File: config.mk
export PLATFORM = sky130hd
export DESIGN_NAME = seq_div_flat
export DESIGN_NICKNAME = d
export VERILOG_FILES = /design/src/rtl/seq_div_if.sv /design/src/rtl/seq_div.sv /design/src/flat_wrapper.sv
export SDC_FILE = /design/constraint.sdc
export NUM_CORES = 1
export LEC_CHECK = 0
export ABC_AREA = 0
export CAP_MARGIN = 0
export CORE_UTILIZATION = 54
export CTS_CLUSTER_DIAMETER = 100
export DETAILED_ROUTE_END_ITERATION = 10
export PLACE_DENSITY = 0.81
export SETUP_SLACK_MARGIN = 0.02
export SLEW_MARGIN = 5
export SYNTH_ARGS = -nofsm -noshare
export SYNTH_HDL_FRONTEND = slang
export SYNTH_SLANG_ARGS = --single-unit
File: constraint.sdc
create_clock -name clk -period 4.19 [get_ports clk]
set_clock_uncertainty 0.05 [all_clocks]
set_input_delay 0.419 -clock clk [delete_from_list [all_inputs] [get_ports clk]]
set_output_delay 0.419 -clock clk [all_outputs]
set_load 0.1 [all_outputs]
File: src/rtl/seq_div_if.sv
// seq_div_if: request/response bundle for the sequential divider.
//   master (requester): drives in_valid/in_dividend/in_divisor and observes in_ready and results.
//   slave (divider):    consumes the request and drives in_ready, out_valid, out_quotient,
//                       out_remainder and out_div_by_zero.
// The dividend and quotient are 2*WIDTH bits wide. The divisor and remainder are WIDTH bits wide.
interface seq_div_if #(parameter int WIDTH = 4);
  logic                 in_valid;
  logic [2*WIDTH-1:0]   in_dividend;
  logic [WIDTH-1:0]     in_divisor;
  logic                 in_ready;
  logic                 out_valid;
  logic [2*WIDTH-1:0]   out_quotient;
  logic [WIDTH-1:0]     out_remainder;
  logic                 out_div_by_zero;

  modport master (
    output in_valid, in_dividend, in_divisor,
    input  in_ready, out_valid, out_quotient, out_remainder, out_div_by_zero
  );

  modport slave (
    input  in_valid, in_dividend, in_divisor,
    output in_ready, out_valid, out_quotient, out_remainder, out_div_by_zero
  );
endinterface

File: src/rtl/seq_div.sv
// seq_div: iterative restoring divider with a fixed latency that does not depend on the data.
// It processes one quotient bit per cycle, starting from the dividend MSB.
//   clk  - single clock; all state updates happen on posedge
//   rst  - synchronous, active-high; aborts any request in flight
//   bus  - seq_div_if slave port:
//          in_valid/in_dividend/in_divisor  request; accepted when in_ready=1 (IDLE only)
//          out_valid                        one-cycle pulse in DONE
//          out_quotient/out_remainder       result; held until the next completion
//          out_div_by_zero                  set when the completed request had divisor==0
// Timing: if a request is accepted in cycle k, out_valid is 1 in cycle k+2*WIDTH+1.
// Zero or trivial operands never take an early exit.
module seq_div #(
  parameter int WIDTH = 4
) (
  input  logic     clk,
  input  logic     rst,
  seq_div_if.slave bus
);
  localparam int DW = 2 * WIDTH;
  localparam int CW = $clog2(DW);
  localparam logic [CW-1:0] LAST = CW'(DW - 1);

  typedef enum logic [1:0] {IDLE, CALC, DONE} state_t;

  state_t          state, next_state;
  logic [CW-1:0]   cnt;
  logic [WIDTH:0]  rem;
  logic [DW-1:0]   dvd;
  logic [WIDTH-1:0] dvs;
  logic [DW-1:0]   quo;

  logic [DW-1:0]    q_out;
  logic [WIDTH-1:0] r_out;
  logic             z_out;

  logic [WIDTH:0]   shifted;
  logic [WIDTH:0]   step_rem;
  logic             step_bit;
  logic [DW-1:0]    step_quo;

  // The dividend stays intact and is indexed MSB-first by cnt.
  // This keeps its low bits available for the divide-by-zero remainder.
  always_comb begin
    shifted  = {rem[WIDTH-1:0], dvd[LAST - cnt]};
    step_bit = 1'b0;
    step_rem = shifted;
    if (shifted >= {1'b0, dvs}) begin
      step_bit = 1'b1;
      step_rem = shifted - {1'b0, dvs};
    end
    step_quo = {quo[DW-2:0], step_bit};
  end

  always_ff @(posedge clk) begin
    if (rst) state <= IDLE;
    else     state <= next_state;
  end

  always_comb begin
    next_state   = state;
    bus.in_ready  = 1'b0;
    bus.out_valid = 1'b0;
    case (state)
      IDLE: begin
        bus.in_ready = 1'b1;
        if (bus.in_valid) next_state = CALC;
      end
      CALC: begin
        if (cnt == LAST) next_state = DONE;
      end
      DONE: begin
        bus.out_valid = 1'b1;
        next_state    = IDLE;
      end
      default: next_state = IDLE;
    endcase
  end

  // The result registers are loaded on the final CALC edge, so they are already valid
  // while out_valid is high in DONE. They do not change at any other time.
  always_ff @(posedge clk) begin
    if (rst) begin
      cnt   <= '0;
      rem   <= '0;
      dvd   <= '0;
      dvs   <= '0;
      quo   <= '0;
      q_out <= '0;
      r_out <= '0;
      z_out <= 1'b0;
    end else begin
      case (state)
        IDLE: begin
          if (bus.in_valid) begin
            dvd <= bus.in_dividend;
            dvs <= bus.in_divisor;
            rem <= '0;
            quo <= '0;
            cnt <= '0;
          end
        end
        CALC: begin
          rem <= step_rem;
          quo <= step_quo;
          cnt <= cnt + 1'b1;
          if (cnt == LAST) begin
            if (dvs == '0) begin
              q_out <= '1;
              r_out <= dvd[WIDTH-1:0];
              z_out <= 1'b1;
            end else begin
              q_out <= step_quo;
              r_out <= step_rem[WIDTH-1:0];
              z_out <= 1'b0;
            end
          end
        end
        default: ;
      endcase
    end
  end

  assign bus.out_quotient    = q_out;
  assign bus.out_remainder   = r_out;
  assign bus.out_div_by_zero = z_out;
endmodule

File: src/flat_wrapper.sv
// flat-port wrapper written by rule: the top's interface ports become plain ports
module seq_div_flat 
#(
  parameter int WIDTH = 4
)
  (clk, rst, bus_in_valid, bus_in_dividend, bus_in_divisor, bus_in_ready, bus_out_valid, bus_out_quotient, bus_out_remainder, bus_out_div_by_zero);
  seq_div_if #(.WIDTH(WIDTH)) bus_i ();
  input  logic clk;
  input  logic rst;
  input wire logic [$bits(bus_i.in_valid)-1:0] bus_in_valid;
  input wire logic [$bits(bus_i.in_dividend)-1:0] bus_in_dividend;
  input wire logic [$bits(bus_i.in_divisor)-1:0] bus_in_divisor;
  output wire logic [$bits(bus_i.in_ready)-1:0] bus_in_ready;
  output wire logic [$bits(bus_i.out_valid)-1:0] bus_out_valid;
  output wire logic [$bits(bus_i.out_quotient)-1:0] bus_out_quotient;
  output wire logic [$bits(bus_i.out_remainder)-1:0] bus_out_remainder;
  output wire logic [$bits(bus_i.out_div_by_zero)-1:0] bus_out_div_by_zero;
  assign bus_i.in_valid = bus_in_valid;
  assign bus_i.in_dividend = bus_in_dividend;
  assign bus_i.in_divisor = bus_in_divisor;
  assign bus_in_ready = bus_i.in_ready;
  assign bus_out_valid = bus_i.out_valid;
  assign bus_out_quotient = bus_i.out_quotient;
  assign bus_out_remainder = bus_i.out_remainder;
  assign bus_out_div_by_zero = bus_i.out_div_by_zero;
  seq_div #(.WIDTH(WIDTH)) u_core (.clk(clk), .rst(rst), .bus(bus_i));
endmodule
# == Word-level counts from Yosys, hierarchy flattened ==
# Index checks and enable logic that the tools add are counted.
# word_totals
ff_bits,41
elab_cells,44
# op_classes
add_sub_neg,3
n_lt_le_gt_ge,2
eq_ne,5
mux,18
reduce_logical,7
# op_table
cell,n
$pmux 7 s2,1
$mux 4,3
$mux 8,1
$pmux 4 s2,1
$reduce_and 2->1,4
$mux 7,1
$pmux 3 s2,1
$ge 5x4->1,1
$mux 1,5
$logic_not 4->1,1
$lt 3x4->1 const B,1
$mux 2,2
$pmux 2 s2,1
$sub 4x4->4,1
$add 3x1->3 const B,1
$bmux 1 s3,1
$eq 3x3->1 const B,1
$mux 3,1
$sub 3x3->3 const A,1
$eq 2x1->1 const B,1
$eq 2x2->1 const B,1
$logic_not 2->1,1
$ne 2x1->1 const B,1
$ne 2x2->1 const B,1
$reduce_bool 2->1,1

# == Longest topological paths before layout ==
# depth
ltp_word,6
ltp_mapped,9
mapped_depth_nobuf,8

# == Worst setup path before layout ==
# Ideal clock, no wire load.
# synth_timing
kind,reg-to-reg
start,register u_core.state[0]
end,register u_core.dvd[5]
setup_ns,0.071
t_arrival_ns,2.419
required_ns,4.069
path_slack_ns,1.651
path_stages_with_launch,6
cell_sequence,dfxtp_1 > nor2_1 > and2_1 > clkbuf_1 > nand2_1 > a21oi_1
# synth_between
elab_chain_cells,2
# synth_lines
item,line_no,source
"start, declared",seq_div.sv:25,"state_t state, next_state;"
"start signal, assigned",seq_div.sv:56,else state <= next_state;
$logic_not 2->1,seq_div.sv:92,case (state)
$reduce_and 2->1 (no line),n/a,
"end signal, assigned",seq_div.sv:95,dvd <= bus.in_dividend;
"end, declared",seq_div.sv:28,logic [DW-1:0] dvd;
# No other way between the ends.
# A chain may end at the register's enable or synchronous reset.

# == Worst setup path after layout ==
# layout_timing
start,register u_core.cnt[2]
end,register u_core.rem[3]
# layout_between
elab_chain_cells,6
# layout_lines
item,line_no,source
"start, declared",seq_div.sv:26,logic [CW-1:0] cnt;
"start signal, assigned",seq_div.sv:105,cnt <= cnt + 1'b1;
$sub 3x3->3 (*),seq_div.sv:44,"shifted = {rem[WIDTH-1:0], dvd[LAST - cnt]};"
$bmux 1 s3 (*),seq_div.sv:44,
$mux 1 (not written as such) (*),seq_div.sv:44,
$sub 4x4->4 / $ge 5x4->1 (equally long branches),"seq_div.sv:49, seq_div.sv:47",
$mux 4 (*),seq_div.sv:47,"if (shifted >= {1'b0, dvs}) begin"
$pmux 4 s2 (*),seq_div.sv:92,
"end signal, assigned",seq_div.sv:103,rem <= step_rem;
"end, declared",seq_div.sv:27,logic [WIDTH:0] rem;
# Mark *: on every way between the ends. The rest lies on a longest branch, timed or not. The select of a mux whose other input is x is not followed.

==> tab_implementation.tex <==
\begin{tabular}{lr}
\hline
Metric & Value \\
\hline
\multicolumn{2}{l}{\textbf{GRT}} \\
All-layer global routing usage & 24.3\% \\
Vias in the first global route & 1389 \\
Largest net degree at the start of global routing & 27 \\
GR Overflow Total & 0 \\
Number of antenna violations at the first check in global routing & 0 \\
Global-route wire length before repair & 6.29 mm \\
\multicolumn{2}{l}{\textbf{STA}} \\
Final setup slack of the worst path & 1.49 ns \\
Max Clock Freq & 370 MHz \\
Setup-failing EPs final & 0 \\
Shortest period the worst path allows & 2.70 ns \\
Actual slew at the worst max-slew pin & 0.966 ns \\
Number of endpoints with negative hold slack in the final report & 0 \\
Final slew viol count & 0 \\
Setup repair after global routing missed its margin & no \\
Tightest slew margin relative to the limit & 35.4\% \\
Summed negative setup slack over all endpoints & 0 ns \\
Post-route fraction of the period consumed by the critical path & 64.4\% \\
\multicolumn{2}{l}{\textbf{Power}} \\
Ratio of total power to cell area & 342 nW/µm² \\
Leakage & 0.790 nW \\
Post-route total power & 0.745 mW \\
Maximum resistive drop on vdd & 0.203 mV \\
\multicolumn{2}{l}{\textbf{Detailed routing}} \\
DR pass1 iterations & 4 \\
WL final & 3.73 mm \\
Initial drt markers & 60 \\
Drt via density & 5.62 \\
Count of vias placed by the detailed router & 1596 \\
Antenna-violating nets left & 0 \\
Average detailed-routed wire length per instance & 13.1 µm \\
\# DRC & 0 \\
\multicolumn{2}{l}{\textbf{Critical path}} \\
Worst Reg2Reg Path Length in Cells & 8 \\
Endpoint of the lowest-slack register-to-register path & u\_core.rem[3] \\
Data arrival, critical path & 2.92 ns \\
Crit path launch type & register \\
Startpoint of the most critical setup path & u\_core.cnt[2] \\
R2R Path Start & u\_core.cnt[2] \\
Crit path cell chain & mux4\_2, mux2i\_1, ha\_1, inv\_1, a21o\_1, a2111oi\_0, a211oi\_1, a22o\_1 \\
CP Data Required Time & 4.41 ns \\
Maximum cell stage delay along the critical path & 0.57 ns \\
Setup slack, reg-to-reg & 1.49 ns \\
Critical setup path kind & reg -> reg \\
Kind of end point of the critical path & register \\
Slowest stage cell on the critical path & sky130\_fd\_sc\_hd\_\_a2111oi\_0 \\
Highest net fanout along the worst path & 5 \\
\multicolumn{2}{l}{\textbf{Clock tree}} \\
Deepest clock path buffer count & 2 \\
Post-CTS Repair Setup Buffers & 0 \\
CTS root buf & sky130\_fd\_sc\_hd\_\_clkbuf\_4 \\
H-tree level count & 2 \\
Clock Sink Count & 41 \\
Clock tree from TritonCTS & done \\
Clock slew at the register clock pins of the worst setup and hold paths & 0.13 ns \\
Clock buffers created by TritonCTS & 5 \\
Count of cells resized by post-cts repair & 0 \\
Clock latency at the later pin of the worst-skew pair & 0.36 ns \\
Hold-fix buffers, CTS & 0 \\
\multicolumn{2}{l}{\textbf{Synth}} \\
Post-synthesis instance area & 1810 µm² \\
Synth unique cells & 36 \\
Yosys warnings & 0 \\
Number of enable-type register cells in the synthesized netlist & 0 \\
Most used flip-flop cell after synthesis & sky130\_fd\_sc\_hd\_\_dfxtp\_1 \\
Flops \& latches, synth & 41 \\
Synthesized net count & 236 \\
Per-instance average area after synthesis & 8.47 µm² \\
Share of flip-flops with an asynchronous set or reset after synthesis & 0\% \\
Cells after synthesis & 214 \\
Sequential cell area fraction in the yosys report & 45.3\% \\
\multicolumn{2}{l}{\textbf{Placement}} \\
Pre-CTS setup slack & 1.51 ns \\
Global placer's final weighted congestion & 0.957 \\
Post-placement cell area & 2120 µm² \\
\# port buffers & 29 \\
Placed cells & 276 \\
Detail Placement HPWL & 2.65 mm \\
\multicolumn{2}{l}{\textbf{Min path}} \\
Worst hold endpoint & u\_core.dvd[5] \\
Path type of the worst min-delay path & reg -> reg \\
Min-delay src & u\_core.dvd[5] \\
Number of stages on the worst hold path & 2 \\
\multicolumn{2}{l}{\textbf{Die}} \\
Number of rows in the core area & 20 \\
Die outline area & 3590 µm² \\
Die width & 59.9 µm \\
Num ports & 30 \\
Vertical extent of the die & 59.9 µm \\
Core region area & 3130 µm² \\
Initial Utilization & 58.0\% \\
\multicolumn{2}{l}{\textbf{Cells and area}} \\
Most frequent cells in the layout & sky130\_fd\_sc\_hd\_\_dfxtp\_1, sky130\_fd\_sc\_hd\_\_nand2\_1, sky130\_fd\_sc\_hd\_\_clkdlybuf4s50\_1 \\
Number of nets at the end of the flow & 261 \\
Finished Cell Area & 2180 µm² \\
Diode count & 0 \\
Area growth from synthesis to final layout & 20.0\% \\
Most common library cell in the layout ignoring fill and taps & sky130\_fd\_sc\_hd\_\_dfxtp\_1 \\
Non-filler cells, final & 284 \\
Fraction of layout cells with a size suffix above 1 & 6.25\% \\
\multicolumn{2}{l}{\textbf{Flow run}} \\
Count of maximum capacitance violations & 0 \\
\multicolumn{2}{l}{\textbf{Run status}} \\
Status & complete, no violations \\
\hline
\end{tabular}
==> per-layer routing <==
layer  global-route usage [%]  part of all wire (%)  wire length (µm)  vias up
li1                         -                     -                 -      799
met1                     32.8                    48              1780      734
met2                     35.4                    44              1640       54
met3                     8.01                   5.5               206        9
met4                     9.97                   2.7               100        0
met5                        0                     0                 0        -
==> registers in the layout, indices dropped and copies added, names as in the netlist <==
register / cells
u_core.dvs: 4
u_core.dvd: 8
u_core.bus.out_remainder: 4
u_core.rem: 4
u_core.quo: 7
u_core.state: 2
u_core.bus.out_div_by_zero: 1
u_core.cnt: 3
u_core.bus.out_quotient: 8
==> area by class of cell <==
cell class                 count  area (µm²)
fill                         253         952
multi-input combinational    151         906
sequential                    41         821
timing repair buffer          31         305
tap                           44        55.1
clock buffer                   5        37.5
inverter                       9        33.8
clock inverter                 3        17.5
==> synth_stat cells (2+ instances only) <==
master,instances,share of area (%)
sky130_fd_sc_hd__o21ai_0,6,1.7
sky130_fd_sc_hd__nor2b_1,3,1.0
sky130_fd_sc_hd__a22o_1,2,0.97
sky130_fd_sc_hd__o31ai_1,2,0.83
sky130_fd_sc_hd__a21o_1,2,0.83
sky130_fd_sc_hd__nand2_1,30,6.2
sky130_fd_sc_hd__or2_1,2,0.69
sky130_fd_sc_hd__inv_1,9,1.9
sky130_fd_sc_hd__nand3_1,5,1.4
sky130_fd_sc_hd__and2_1,2,0.69
sky130_fd_sc_hd__nor3_1,19,5.2
sky130_fd_sc_hd__mux2i_1,3,1.7
sky130_fd_sc_hd__buf_2,3,0.83
sky130_fd_sc_hd__a21oi_1,19,5.2
sky130_fd_sc_hd__mux4_2,2,2.5
sky130_fd_sc_hd__dfxtp_1,41,45
sky130_fd_sc_hd__a22oi_1,8,3.3
sky130_fd_sc_hd__clkbuf_1,10,2.1
sky130_fd_sc_hd__ha_1,6,4.1
sky130_fd_sc_hd__nor2_1,24,5.0
==> worst max-delay path by stage <==
stage	endpoint	slack, ns	cells after the start
detailed placement	u_core.rem[3]	1.51	8
floorplan	u_core.dvd[5]	1.65	5
global placement	u_core.rem[3]	1.62	8
finish	u_core.rem[3]	1.49	8
CTS	u_core.rem[3]	1.51	8
global route	u_core.rem[3]	1.22	8
==> stage by stage <==
step / hold WS (ns) / utilization [%]
3_3_place_gp: 0.396 / 67.8
2_1_floorplan: 0.383 / -
3_5_place_dp: 0.396 / 67.8
6_report: 0.413 / 69.6
5_1_grt: 0.446 / 69.6
4_1_cts: 0.413 / 69.6
==> report_power, final <==
| group | switching, mW | total [mW] | leakage [nW] | internal [mW] |
|---|---|---|---|---|
| sequential | 0.0130 | 0.416 | 0.333 | 0.403 |
| combinational | 0.0779 | 0.133 | 0.426 | 0.0556 |
| clock | 0.132 | 0.196 | 0.0310 | 0.0633 |
| total | 0.223 | 0.745 | 0.790 | 0.522 |
==> worst max-delay path, delay by kind of cell (launching register included) <==
| family | cells | cell delay [ns] |
|---|---|---|
| buffers and inverters | 1 | 0.05 |
| muxes | 2 | 0.73 |
| adders and majority gates | 1 | 0.24 |
| AOI/OAI and AO/OA | 4 | 1.10 |
| DFF | 1 | 0.45 |
==> cell families after synthesis <==
| group | Yosys count | share of synthesized area [%] |
|---|---|---|
| compound gates | 49 | 17.7 |
| xor+xnor | 1 | 0.483 |
| fa+ha+maj | 7 | 5.24 |
| buf+inv | 22 | 4.76 |
| flops | 41 | 45.3 |
| mux | 5 | 4.14 |
| simple gates | 89 | 22.4 |
Power figures use the tool's default switching activity.
